===== config.mk =====
export PLATFORM = sky130hd
export DESIGN_NAME = booth_r4_mul_flat
export DESIGN_NICKNAME = d
export VERILOG_FILES = /design/src/rtl/booth_r4_mul_pkg.sv /design/src/rtl/booth_r4_mul_if.sv /design/src/rtl/booth_r4_mul_recoder.sv /design/src/rtl/booth_r4_mul.sv /design/src/flat_wrapper.sv
export SDC_FILE = /design/constraint.sdc
export NUM_CORES = 1
export LEC_CHECK = 0
export CORE_ASPECT_RATIO = 0.6
export CORE_UTILIZATION = 50
export DETAILED_ROUTE_END_ITERATION = 12
export HOLD_SLACK_MARGIN = 0.08
export PLACE_DENSITY = 0.74
export RECOVER_POWER = 25
export SYNTH_ARGS = -nofsm -noshare
export SYNTH_HDL_FRONTEND = slang
export SYNTH_SLANG_ARGS = --single-unit

===== constraint.sdc =====
create_clock -name Clock -period 11.8 [get_ports Clock]
set_input_delay 2.36 -clock Clock [delete_from_list [all_inputs] [get_ports Clock]]
set_output_delay 2.36 -clock Clock [all_outputs]
set_load 0.1 [all_outputs]

===== src/rtl/booth_r4_mul_pkg.sv =====
// -----------------------------------------------------------------------------
// booth_pkg
// Shared types and constants for the radix-4 Booth multiplier.
//   state_t   : controller states (IDLE, CALC, DONE)
//   dsel_t    : digit-select vector {zero, two, neg} produced by the recoder
//   D_*       : the five legal digit selects (0, +1, +2, -2, -1)
// -----------------------------------------------------------------------------
package booth_pkg;

    typedef enum logic [1:0] {
        IDLE = 2'd0,
        CALC = 2'd1,
        DONE = 2'd2
    } state_t;

    // {zero, two, neg}: the addend is 0 when zero is set; otherwise it is
    // Qx or 2*Qx (two), negated when neg is set.
    typedef logic [2:0] dsel_t;

    localparam dsel_t D_ZERO = 3'b100;
    localparam dsel_t D_POS1 = 3'b000;
    localparam dsel_t D_POS2 = 3'b010;
    localparam dsel_t D_NEG2 = 3'b011;
    localparam dsel_t D_NEG1 = 3'b001;

endpackage


===== src/rtl/booth_r4_mul_if.sv =====
// -----------------------------------------------------------------------------
// booth_r4_mul_if
// Operand / result handshake bundle for booth_r4_mul.
//   InValid, InReady  : operand handshake (accept on InValid & InReady)
//   Signed, M, Q      : operation mode and operands, sampled on accept
//   OutValid, OutReady: result handshake
//   P                 : 2W-bit product
// Modports: master = producer/consumer side, slave = multiplier side.
// -----------------------------------------------------------------------------
interface booth_r4_mul_if #(
    parameter int W = 16
);
    logic           InValid;
    logic           InReady;
    logic           Signed;
    logic [W-1:0]   M;
    logic [W-1:0]   Q;
    logic           OutValid;
    logic           OutReady;
    logic [2*W-1:0] P;

    modport master (
        output InValid,
        output Signed,
        output M,
        output Q,
        output OutReady,
        input  InReady,
        input  OutValid,
        input  P
    );

    modport slave (
        input  InValid,
        input  Signed,
        input  M,
        input  Q,
        input  OutReady,
        output InReady,
        output OutValid,
        output P
    );
endinterface


===== src/rtl/booth_r4_mul_recoder.sv =====
// -----------------------------------------------------------------------------
// booth_r4_recoder
// Combinational radix-4 Booth digit recoder.
//   window in  3  {y[i+1], y[i], y[i-1]}
//   zero   out 1  digit is 0
//   two    out 1  magnitude is 2 (else 1)
//   neg    out 1  digit is negative
// -----------------------------------------------------------------------------
module booth_r4_recoder
    import booth_pkg::*;
(
    input  logic [2:0] window,
    output logic       zero,
    output logic       two,
    output logic       neg
);

    dsel_t sel;

    always_comb begin
        sel = D_ZERO;
        case (window)
            3'b000:  sel = D_ZERO;
            3'b001:  sel = D_POS1;
            3'b010:  sel = D_POS1;
            3'b011:  sel = D_POS2;
            3'b100:  sel = D_NEG2;
            3'b101:  sel = D_NEG1;
            3'b110:  sel = D_NEG1;
            3'b111:  sel = D_ZERO;
            default: sel = D_ZERO;
        endcase
    end

    assign zero = sel[2];
    assign two  = sel[1];
    assign neg  = sel[0];

endmodule


===== src/rtl/booth_r4_mul.sv =====
// -----------------------------------------------------------------------------
// booth_r4_mul
// Radix-4 (modified Booth) sequential multiplier, one Booth digit per cycle,
// per-operation signed/unsigned mode, valid/ready on both sides.
//
// Ports:
//   Clock  in  rising-edge clock
//   Reset  in  synchronous, active-high reset
//   bus    booth_r4_mul_if.slave: InValid/InReady, Signed, M, Q,
//          OutValid/OutReady, P (registered product)
// Parameters:
//   W      operand width, even and >= 4
// Configuration macro:
//   BOOTH_ZERO_SKIP_EN  when defined, a zero operand bypasses CALC and goes
//                       straight to DONE with P = 0 on the accept edge.
//
// State | meaning
// ------+-------------------------------------------------------------
// IDLE  | InReady=1, waiting for an operand pair
// CALC  | retiring one Booth digit per edge, counter counts N down to 1
// DONE  | OutValid=1, P held until OutReady
// -----------------------------------------------------------------------------
module booth_r4_mul
    import booth_pkg::*;
#(
    parameter int W = 16
)
(
    input  logic          Clock,
    input  logic          Reset,
    booth_r4_mul_if.slave bus
);

    localparam int N  = W / 2 + 1;
    localparam int XW = W + 2;          // extended operand width
    localparam int AW = W + 4;          // accumulator width
    localparam int CW = $clog2(N + 1);

    if (((W % 2) != 0) || (W < 4)) begin : g_bad_w
        $error("booth_r4_mul: W must be even and >= 4");
    end

    state_t          state;
    state_t          state_nxt;

    logic [AW-1:0]   a_q;
    logic [XW-1:0]   y_q;
    logic            ym1_q;
    logic [XW-1:0]   qx_q;
    logic [CW-1:0]   cnt_q;
    logic [2*W-1:0]  p_q;

    logic            accept;
    logic            zero_skip;
    logic            last_step;

    logic [XW-1:0]   m_ext;
    logic [XW-1:0]   q_ext;

    logic            d_zero;
    logic            d_two;
    logic            d_neg;
    logic [AW-1:0]   qx_wide;
    logic [AW-1:0]   mag;
    logic [AW-1:0]   addend;
    logic [AW-1:0]   a_sum;
    logic [AW-1:0]   a_nxt;
    logic [XW-1:0]   y_nxt;

    assign accept    = bus.InValid && (state == IDLE);
    assign last_step = (cnt_q == CW'(1));

`ifdef BOOTH_ZERO_SKIP_EN
    assign zero_skip = (bus.M == '0) || (bus.Q == '0);
`else
    assign zero_skip = 1'b0;
`endif

    // Operand extension to W+2 bits; the extra bits let an unsigned operand
    // be recoded as a positive two's-complement number.
    assign m_ext = bus.Signed ? {{2{bus.M[W-1]}}, bus.M} : {2'b00, bus.M};
    assign q_ext = bus.Signed ? {{2{bus.Q[W-1]}}, bus.Q} : {2'b00, bus.Q};

    // ---------------------------------------------------------------- FSM
    always_ff @(posedge Clock) begin
        if (Reset) begin
            state <= IDLE;
        end else begin
            state <= state_nxt;
        end
    end

    always_comb begin
        state_nxt = state;
        case (state)
            IDLE: begin
                if (accept) begin
                    state_nxt = zero_skip ? DONE : CALC;
                end
            end
            CALC: begin
                if (last_step) begin
                    state_nxt = DONE;
                end
            end
            DONE: begin
                if (bus.OutReady) begin
                    state_nxt = IDLE;
                end
            end
            default: state_nxt = IDLE;
        endcase
    end

    assign bus.InReady  = (state == IDLE);
    assign bus.OutValid = (state == DONE);
    assign bus.P        = p_q;

    // ----------------------------------------------------------- datapath
    booth_r4_recoder u_recoder (
        .window ({y_q[1:0], ym1_q}),
        .zero   (d_zero),
        .two    (d_two),
        .neg    (d_neg)
    );

    assign qx_wide = {{2{qx_q[XW-1]}}, qx_q};
    assign mag     = d_two ? {qx_wide[AW-2:0], 1'b0} : qx_wide;

    always_comb begin
        addend = '0;
        if (!d_zero) begin
            addend = d_neg ? (~mag + AW'(1)) : mag;
        end
    end

    assign a_sum = a_q + addend;

    // Arithmetic shift of {A, Y, y_-1} right by two.
    assign a_nxt = {{2{a_sum[AW-1]}}, a_sum[AW-1:2]};
    assign y_nxt = {a_sum[1:0], y_q[XW-1:2]};

    always_ff @(posedge Clock) begin
        if (Reset) begin
            a_q   <= '0;
            y_q   <= '0;
            ym1_q <= 1'b0;
            qx_q  <= '0;
            cnt_q <= '0;
            p_q   <= '0;
        end else begin
            case (state)
                IDLE: begin
                    if (accept) begin
                        a_q   <= '0;
                        y_q   <= m_ext;
                        ym1_q <= 1'b0;
                        qx_q  <= q_ext;
                        cnt_q <= CW'(N);
                        if (zero_skip) begin
                            p_q <= '0;
                        end
                    end
                end
                CALC: begin
                    a_q   <= a_nxt;
                    y_q   <= y_nxt;
                    ym1_q <= y_q[1];
                    cnt_q <= cnt_q - CW'(1);
                    if (last_step) begin
                        // Y holds the low W+2 product bits, A supplies the rest.
                        p_q <= {a_nxt[W-3:0], y_nxt};
                    end
                end
                default: ;
            endcase
        end
    end

endmodule

===== src/flat_wrapper.sv =====
// flat-port wrapper written by rule: the top's interface ports become plain ports
module booth_r4_mul_flat import booth_pkg::*;
#(
    parameter int W = 16
)
  (Clock, Reset, bus_InValid, bus_Signed, bus_M, bus_Q, bus_OutReady, bus_InReady, bus_OutValid, bus_P);
  booth_r4_mul_if #(.W(W)) bus_i ();
  input  logic Clock;
  input  logic Reset;
  input wire logic [$bits(bus_i.InValid)-1:0] bus_InValid;
  input wire logic [$bits(bus_i.Signed)-1:0] bus_Signed;
  input wire logic [$bits(bus_i.M)-1:0] bus_M;
  input wire logic [$bits(bus_i.Q)-1:0] bus_Q;
  input wire logic [$bits(bus_i.OutReady)-1:0] bus_OutReady;
  output wire logic [$bits(bus_i.InReady)-1:0] bus_InReady;
  output wire logic [$bits(bus_i.OutValid)-1:0] bus_OutValid;
  output wire logic [$bits(bus_i.P)-1:0] bus_P;
  assign bus_i.InValid = bus_InValid;
  assign bus_i.Signed = bus_Signed;
  assign bus_i.M = bus_M;
  assign bus_i.Q = bus_Q;
  assign bus_i.OutReady = bus_OutReady;
  assign bus_InReady = bus_i.InReady;
  assign bus_OutValid = bus_i.OutValid;
  assign bus_P = bus_i.P;
  booth_r4_mul #(.W(W)) u_core (.Clock(Clock), .Reset(Reset), .bus(bus_i));
endmodule

==> results.sh, run 1 <==
export IMPL_status="finished with violations"
export IMPL_violations="max-capacitance violations, max-slew violations"
export IMPL_via_per_inst=6.008
export IMPL_grt_first_pass_wirelength_mm=23.61
export IMPL_worst_slack_ps=5584
export IMPL_clk_path_buf_depth=2
export IMPL_startpoint_type="primary input"
export IMPL_postSynth_asyncResetShare_pct=0
export IMPL_clock_root_buffer="clkbuf_16"
export IMPL_synth_net_count=759
export IMPL_die_area_um2=11040
export IMPL_grt_ovfl_total=0
export IMPL_syn_inst=699
export IMPL_drtIter0Drc=504
export IMPL_p_leak_uw=0.002451
export IMPL_clkTransAtPathRegs_ps=70
export IMPL_whs_endpoint="u_core.bus.P[2]"
export IMPL_slew_violations=92
export IMPL_post_cts_buffers=0
export IMPL_gp_congestion=0.8874
export IMPL_powerDensity_nw_per_um2=130.4
export IMPL_rr_startpoint="u_core.u_recoder.sel[1]"
export IMPL_vdd_ir_drop_max_v=0.00009321
export IMPL_fin_setup_tns_ps=0
export IMPL_finalHoldViolCount=0
export IMPL_wire_per_inst_um=16.81
export IMPL_hp_class="reg -> reg"
export IMPL_crit_chain="buf_2, clkbuf_1, nor3_2, a211o_1"
export IMPL_yosysMostFrequentCell="nand2_1"
export IMPL_yosys_area_top_type="dfxtp_1"
export IMPL_htree_levels=3
export IMPL_cp_max_fo=91
export IMPL_setup_violations=0
export IMPL_hold_buffers=0
export IMPL_r2r_cells=19
export IMPL_skew_ps=9.719
export IMPL_cts_repair_resized=0
export IMPL_synth_area_leaders="dfxtp_1 (36%), nand2_1 (10%), a21oi_1 (9.1%)"
export IMPL_maxCapViolCount=1
export IMPL_grt_usage_pct=27.45
export IMPL_slowest_delay_ps=2780
export IMPL_antenna_found_initial=0
export IMPL_die_w_um=135.0
export IMPL_grt_pass1_vias=4724
export IMPL_postSynthAreaPerCell_um2=7.593
export IMPL_cts_made_buffers=9
export IMPL_synth_sequential_area_ratio_pct=35.83
export IMPL_crit_required_ps=12030
export IMPL_diodes=0
export IMPL_drc=0
export IMPL_slowest_stage="clkbuf_1"
export IMPL_place_ws_ps=6316
export IMPL_synth_edf_count=0
export IMPL_worst_hold_slack_ps=453.8
export IMPL_max_freq_ghz=0.1609
export IMPL_finalPower_uw=830.1
export IMPL_yosysUniqueCellTypes=62
export IMPL_end_kind="register"
export IMPL_floorplan_initialDensity_pct=52.60
export IMPL_grt_max_degree=92
export IMPL_synth_main_ff_cell="dfxtp_1"
export IMPL_grt_setup_unrepaired="no"
export IMPL_slew_headroom_pct=-164.5
export IMPL_num_nets_final=799
export IMPL_cts_sinks=95
export IMPL_clkLatencyLatePin_ps=340
export IMPL_worstPathArrival_ps=6450
export IMPL_syn_area_um2=5308
export IMPL_regToRegSetupSlack_ps=6120
export IMPL_dp_hpwl_mm=10.36
export IMPL_yosysWarningCount=0
export IMPL_ys_top_cells_by_count="nand2_1 (141), a21oi_1 (97), dfxtp_1 (95)"
export IMPL_fin_util_pct=63.11
export IMPL_synth_top_area_share_pct=35.83
export IMPL_r2r_end="u_core.a_q[18]"
export IMPL_first_pass_iters=6
export IMPL_rows=28
export IMPL_final_period_utilization_pct=52.68
export IMPL_via_count=5281
export IMPL_wl_mm=14.78
export IMPL_area_growth_pct=19.97
export IMPL_io_buffer_count=70
export IMPL_drtAntennaViolNets=0
export IMPL_hp_start="u_core.bus.P[2]"
export IMPL_path_class="in -> reg"
export IMPL_synth_seq_cells=95
export IMPL_whs_path_depth=2
export IMPL_worst_pin_slew_ps=3968
export IMPL_core_um2=10090
export IMPL_drive_gt1_share_pct=5.376
export IMPL_cts_tree="built"
export IMPL_io_pins=71
export IMPL_die_y_um=81.81
export IMPL_min_period_ps=6216
==> power by group <==
part	total (uW)	leakage (uW)	switching [uW]	internal, uW
Combinational	159	0.00152	101	57.9
Sequential	355	0.000773	19.5	335
Clock	316	0.000153	129	187
Total	830	0.00245	250	580
==> through the flow <==
step                instance area [um2]  cells
finish                             6367    879
global route                       6367    879
CTS                                6371    879
detailed placement                 6052    863
global placement                   6052    863
floorplan                          5308    699
==> kinds of logic (layout without fill, tap and decap cells) <==
logic type | count (synthesis) | after routing | synth area share (%)
DFF | 95 | 95 | 35.83
AOI/OAI and AO/OA | 229 | 229 | 26.99
adders and majority gates | 23 | 23 | 5.563
and+or+nand+nor | 264 | 264 | 22.98
muxes | 5 | 5 | 0.9430
buffers and inverters | 65 | 110 | 4.715
xor gates and xnor gates | 18 | 18 | 2.970
==> registers in the layout, summed over array words and instances, names as in the netlist <==
register and flops:
u_core.bus.P 32, u_core.a_q 18, u_core.y_q 18, u_core.qx_q 17, u_core.cnt_q 4, u_core.u_recoder.sel 3, u_core.state 2, u_core.ym1_q 1
==> critical path: cells and delay by family <==
kind,cells,cell delay [ps]
AOI/OAI and AO/OA,1,500
buffers and inverters,2,2850
and+or+nand+nor,1,720
==> area by class of cell <==
| type | count | area [um2] |
|---|---|---|
| timing repair buffer | 78 | 752.0 |
| inverter | 16 | 60.06 |
| fill | 887 | 3722 |
| clock inverter | 6 | 90.09 |
| clock buffer | 10 | 229.0 |
| sequential | 95 | 1902 |
| multi-input combinational | 539 | 3166 |
| tap | 135 | 168.9 |
==> cell usage in the layout (no fill, tap or decap), drive strengths merged, types with 9 or more instances in the layout <==
| cell | instances |
|---|---|
| nand3 | 19 |
| dfxtp | 95 |
| o21ai | 33 |
| inv | 17 |
| a31oi | 9 |
| clkbuf | 11 |
| a21o | 12 |
| clkdlybuf4s50 | 69 |
| nor2 | 42 |
| nor2b | 9 |
| nand2 | 141 |
| xnor2 | 13 |
| a22o | 13 |
| a211oi | 14 |
| ha | 22 |
| nor3 | 16 |
| a22oi | 16 |
| a21oi | 98 |
==> metal layers <==
layer	part of all wire, %	vias to the layer above	wire [um]	track usage [%]
met5	0	-	0	0
met4	0.89	0	131	6.517
met3	6.5	14	965	4.877
met2	40	213	5975	40.62
met1	52	2492	7707	40.95
li1	-	2562	-	-
==> worst max path at each step <==
stage / cells after the start / slack [ps] / endpoint / startpoint
5_1_grt: 4 / 5360 / u_core.a_q[18] / Reset
2_1_floorplan: 18 / 7250 / u_core.a_q[18] / u_core.u_recoder.sel[1]
6_report: 4 / 5580 / u_core.a_q[18] / Reset
3_5_place_dp: 19 / 6320 / u_core.a_q[18] / u_core.u_recoder.sel[1]
4_1_cts: 19 / 6280 / u_core.a_q[18] / u_core.u_recoder.sel[1]
3_3_place_gp: 19 / 6580 / u_core.a_q[18] / u_core.u_recoder.sel[1]
Power figures use the tool's default switching activity.
==> run 2, diff against run 1 <==
- clock period: 11.8 -> 6 ns (I/O delays scaled with it)
==> results.sh, run 2 (same netlist as run 1, synthesis figures left out) <==
export IMPL_status="finished with violations"
export IMPL_violations="max-capacitance violations, max-slew violations"
export IMPL_diodes=0
export IMPL_hp_start="u_core.bus.P[6]"
export IMPL_p_leak_uw=0.002442
export IMPL_max_freq_ghz=0.1939
export IMPL_rows=28
export IMPL_r2r_end="u_core.a_q[18]"
export IMPL_num_fill_cells=892
export IMPL_startpoint_type="register"
export IMPL_via_per_inst=5.947
export IMPL_min_period_ps=5158
export IMPL_finalHoldViolCount=0
export IMPL_grt_first_pass_wirelength_mm=23.58
export IMPL_grt_setup_unrepaired="no"
export IMPL_slew_headroom_pct=-95.83
export IMPL_maxCapViolCount=1
export IMPL_whs_endpoint="u_core.bus.P[6]"
export IMPL_drc=0
export IMPL_drive_gt1_share_pct=5.376
export IMPL_clkLatencyLatePin_ps=350
export IMPL_p_seq_share_pct=43.9
export IMPL_grt_pass1_vias=4710
export IMPL_htree_levels=3
export IMPL_grt_max_degree=70
export IMPL_floorplan_initialDensity_pct=52.60
export IMPL_first_pass_iters=5
export IMPL_dp_hpwl_mm=10.40
export IMPL_p_comb_share_pct=19.4
export IMPL_antenna_found_initial=0
export IMPL_fin_setup_tns_ps=0
export IMPL_final_period_utilization_pct=85.97
export IMPL_cts_made_buffers=9
export IMPL_path_class="reg -> reg"
export IMPL_core_um2=10090
export IMPL_io_buffer_count=70
export IMPL_powerDensity_nw_per_um2=251.1
export IMPL_hp_class="reg -> reg"
export IMPL_clock_root_buffer="clkbuf_16"
export IMPL_worstPathArrival_ps=5390
export IMPL_fin_util_pct=62.92
export IMPL_area_growth_pct=19.61
export IMPL_grt_usage_pct=27.40
export IMPL_worst_pin_slew_ps=2937
export IMPL_vdd_ir_drop_max_v=0.0001490
export IMPL_layout_common_cells="nand2_1 (141), a21oi_1 (97), dfxtp_1 (95)"
export IMPL_die_w_um=135.0
export IMPL_clkTransAtPathRegs_ps=70
export IMPL_die_area_um2=11040
export IMPL_cts_sinks=95
export IMPL_r2r_cells=18
export IMPL_skew_ps=9.449
export IMPL_end_kind="register"
export IMPL_clkPwrFrac_pct=36.6
export IMPL_num_nets_final=800
export IMPL_cts_repair_resized=0
export IMPL_cts_tree="built"
export IMPL_die_y_um=81.81
export IMPL_crit_required_ps=6230
export IMPL_hold_buffers=0
export IMPL_slew_violations=70
export IMPL_post_cts_buffers=0
export IMPL_internal_power_uw=1097
export IMPL_placed_cell_area_um2=6060
export IMPL_drtAntennaViolNets=0
export IMPL_mostFrequentLayoutCell="nand2_1"
export IMPL_netSwitchingFraction_pct=31.17
export IMPL_whs_path_depth=2
export IMPL_setup_violations=0
export IMPL_clk_path_buf_depth=2
export IMPL_grt_ovfl_total=0
export IMPL_wl_mm=14.64
export IMPL_largest_register_ffs=32
export IMPL_regToRegSetupSlack_ps=840
export IMPL_via_count=5227
export IMPL_gp_congestion=0.9278
export IMPL_switchingPower_uw=497.0
export IMPL_rr_startpoint="u_core.u_recoder.sel[1]"
export IMPL_stdcell_area_um2=6349
export IMPL_io_pins=71
export IMPL_finalPower_uw=1594
export IMPL_drtIter0Drc=477
export IMPL_wire_per_inst_um=16.66
export IMPL_cp_max_fo=18
run 2: changes by cell type in the layout (fill, tap and decap cells not counted):
cell / delta
dlygate4sd3_1: +1
buf_4: +1
bufinv_16: -1
clkinv_4: +1
buf_2: -1
clkdlybuf4s50_1: -1
run 2: final cells by class:
cell class	count	area (um2)	share of cell area (%)
clock buffer	9	225.2	3.547
clock inverter	6	68.82	1.084
inverter	16	60.06	0.9460
multi-input combinational	539	3166	49.86
sequential	95	1902	29.96
tap	135	168.9	2.661
timing repair buffer	79	758.2	11.94
run 2: power by group through the flow:
stage | logic, uW | clock network [uW] | registers (uW)
finish | 310 | 584 | 700
floorplan | 218 | 0 | 708
global placement | 297 | 0 | 711
global route | 340 | 616 | 705
CTS | 306 | 590 | 699
detailed placement | 304 | 0 | 713
run 2: how the worst max path moves through the flow:
stage | to | cells past startpoint | start | slack (ps)
2_1_floorplan | u_core.a_q[18] | 18 | u_core.u_recoder.sel[1] | 1450
3_3_place_gp | u_core.a_q[18] | 17 | u_core.u_recoder.sel[1] | 1100
3_5_place_dp | u_core.a_q[18] | 18 | u_core.u_recoder.sel[1] | 920
4_1_cts | u_core.a_q[18] | 18 | u_core.u_recoder.sel[1] | 890
5_1_grt | u_core.a_q[18] | 18 | u_core.u_recoder.sel[1] | 480
6_report | u_core.a_q[18] | 18 | u_core.u_recoder.sel[1] | 840
run 2: critical path, stage by stage, from the launching register on:
cell	delay, ps
dfxtp_1	680
clkinv_1	180
nand2_1	130
ha_1	170
a21bo_1	250
nor4_4	240
nand2_1	170
or3_1	480
a21o_1	210
a22o_1	180
a211oi_1	380
ha_1	360
a21oi_1	160
o21ai_0	140
o21bai_1	160
a21boi_0	150
or4_4	500
and4b_1	220
a211o_1	270
run 2: metrics by stage:
stage               hold slack, ps  cells  setup WS [ps]
floorplan                    433.3    699           1454
global placement             443.6    864           1095
CTS                          456.8    879          889.7
detailed placement           447.7    864          917.3
finish                       453.4    879          842.0
global route                 474.2    879          479.3
run 2: per-layer routing:
metal  routed length (um)  global-route usage [%]  vias to the layer above
li1                     -                       -                     2562
met2                 5815                   39.64                      208
met1                 7539                   40.93                     2440
met4                  197                   7.528                        0
met3                 1089                   5.247                       17
met5                    0                       0                        -
==> run 3, diff against run 2 <==
- ABC_AREA: unset -> 1
==> results.sh, run 3 <==
export IMPL_yosysUniqueCellTypes=43
export IMPL_die_area_um2=10870
export IMPL_diodes=0
export IMPL_vdd_ir_drop_max_v=0.0001613
export IMPL_dp_hpwl_mm=10.22
export IMPL_antenna_found_initial=0
export IMPL_io_buffer_count=70
export IMPL_synth_seq_cells=95
export IMPL_clkTransAtPathRegs_ps=70
export IMPL_setup_violations=0
export IMPL_syn_inst=765
export IMPL_synth_top_area_share_pct=36.41
export IMPL_synth_sequential_area_ratio_pct=36.41
export IMPL_postSynthAreaPerCell_um2=6.828
export IMPL_grt_pass1_vias=4715
export IMPL_num_nets_final=877
export IMPL_skew_ps=10.55
export IMPL_stdcell_area_um2=6311
export IMPL_first_pass_iters=6
export IMPL_yosysWarningCount=0
export IMPL_yosys_area_top_type="dfxtp_1"
export IMPL_cts_repair_resized=0
export IMPL_wl_mm=13.90
export IMPL_drc=0
export IMPL_grt_max_degree=76
export IMPL_die_w_um=134.0
export IMPL_via_count=5182
export IMPL_core_um2=10020
export IMPL_io_pins=71
export IMPL_synth_main_ff_cell="dfxtp_1"
export IMPL_worst_pin_slew_ps=1863
export IMPL_end_kind="register"
export IMPL_die_y_um=81.18
export IMPL_synth_edf_count=0
export IMPL_max_freq_ghz=0.2329
export IMPL_startpoint_type="primary input"
export IMPL_drtIter0Drc=478
export IMPL_hp_class="reg -> reg"
export IMPL_via_per_inst=5.415
export IMPL_htree_levels=3
export IMPL_layout_common_cells="nand2_1 (174), nor2_1 (99), dfxtp_1 (95)"
export IMPL_hold_buffers=0
export IMPL_cts_made_buffers=9
export IMPL_grt_setup_unrepaired="no"
export IMPL_final_period_utilization_pct=71.56
export IMPL_slew_violations=45
export IMPL_mostFrequentLayoutCell="nand2_1"
export IMPL_powerDensity_nw_per_um2=289.1
export IMPL_area_growth_pct=20.81
export IMPL_yosysMostFrequentCell="nand2_1"
export IMPL_synth_net_count=825
export IMPL_min_period_ps=4294
export IMPL_worstPathArrival_ps=4580
export IMPL_slew_headroom_pct=-24.19
export IMPL_ys_top_cells_by_count="nand2_1 (174), nor2_1 (102), dfxtp_1 (95)"
export IMPL_postSynth_asyncResetShare_pct=0
export IMPL_grt_usage_pct=27.29
export IMPL_crit_required_ps=6290
export IMPL_violations="max-capacitance violations, max-slew violations"
export IMPL_drive_gt1_share_pct=5.718
export IMPL_path_class="in -> reg"
export IMPL_grt_first_pass_wirelength_mm=23.18
export IMPL_rows=28
export IMPL_cts_tree="built"
export IMPL_clock_root_buffer="clkbuf_16"
export IMPL_fin_setup_tns_ps=0
export IMPL_p_leak_uw=0.002648
export IMPL_finalHoldViolCount=0
export IMPL_syn_area_um2=5224
export IMPL_gp_congestion=0.9175
export IMPL_floorplan_initialDensity_pct=52.14
export IMPL_clkLatencyLatePin_ps=350
export IMPL_grt_ovfl_total=0
export IMPL_post_cts_buffers=0
export IMPL_clk_path_buf_depth=2
export IMPL_cts_sinks=95
export IMPL_placed_cell_area_um2=5979
export IMPL_wire_per_inst_um=14.53
export IMPL_largest_register_ffs=32
export IMPL_status="finished with violations"
export IMPL_synth_area_leaders="dfxtp_1 (36%), nand2_1 (13%), a21oi_1 (7.6%)"
export IMPL_maxCapViolCount=1
export IMPL_cp_max_fo=31
export IMPL_drtAntennaViolNets=0
run 3: critical path: stages:
cell and delay (ps):
dlygate4sd3_1 530, nand2_1 520, inv_1 660, nor2_2 560, buf_4 400, nand2_1 90, a21oi_1 190, inv_1 80
nor2_1 140, nor2_1 70, a21oi_1 110
run 3: worst paths after layout:
check	startpoint	to	slack [ps]	cells past startpoint
max	bus_InValid	u_core.u_recoder.sel[2]	1710	11
min	u_core.bus.P[15]	u_core.bus.P[15]	460	2
max reg2reg	u_core.u_recoder.sel[1]	u_core.a_q[15]	1810	18
min reg2reg	u_core.bus.P[15]	u_core.bus.P[15]	460	2
run 3: per-stage QoR:
step | hold slack, ps | setup slack, ps | utilization (%) | instances | total power [uW]
floorplan | 435.0 | 3012 | - | 765 | 1059
detailed placement | 454.3 | 1528 | 59.68 | 941 | 1181
CTS | 463.5 | 1880 | 63.02 | 957 | 1828
global placement | 453.3 | 1698 | 59.68 | 941 | 1167
global route | 487.8 | 1273 | 62.99 | 957 | 1908
finish | 460.1 | 1706 | 62.99 | 957 | 1824
run 3: kinds of logic after synthesis:
kind of cell / synth area share [%]
adders and majority gates: 5.653
and+or+nand+nor: 27.31
DFF: 36.41
buffers and inverters: 8.335
xor gates and xnor gates: 1.677
AOI/OAI and AO/OA: 20.62
run 3: area by class of cell:
type	count	area, um2
well taps	135	168.9
flip-flops and latches	95	1902
fillers	908	3709
clock buffers	10	239.0
inverters	77	289.0
multi-input cells	560	2894
clock inverters	6	96.34
repair buffers	74	721.9
run 3: metal layers:
metal	vias to the layer above	routed length (um)	GRT usage [%]	share of wire, %
li1	2625	-	-	-
met1	2367	7192	39.33	52
met4	0	156	8.523	1.1
met2	176	5697	41.04	41
met5	-	0	0	0
met3	14	856	5.056	6.2
run 3: report_power, final:
part | total, uW | switching, uW | leakage (uW) | internal [uW]
Combinational | 459 | 320 | 0.00171 | 139
Sequential | 715 | 40.0 | 0.000775 | 675
Clock | 650 | 267 | 0.000162 | 383
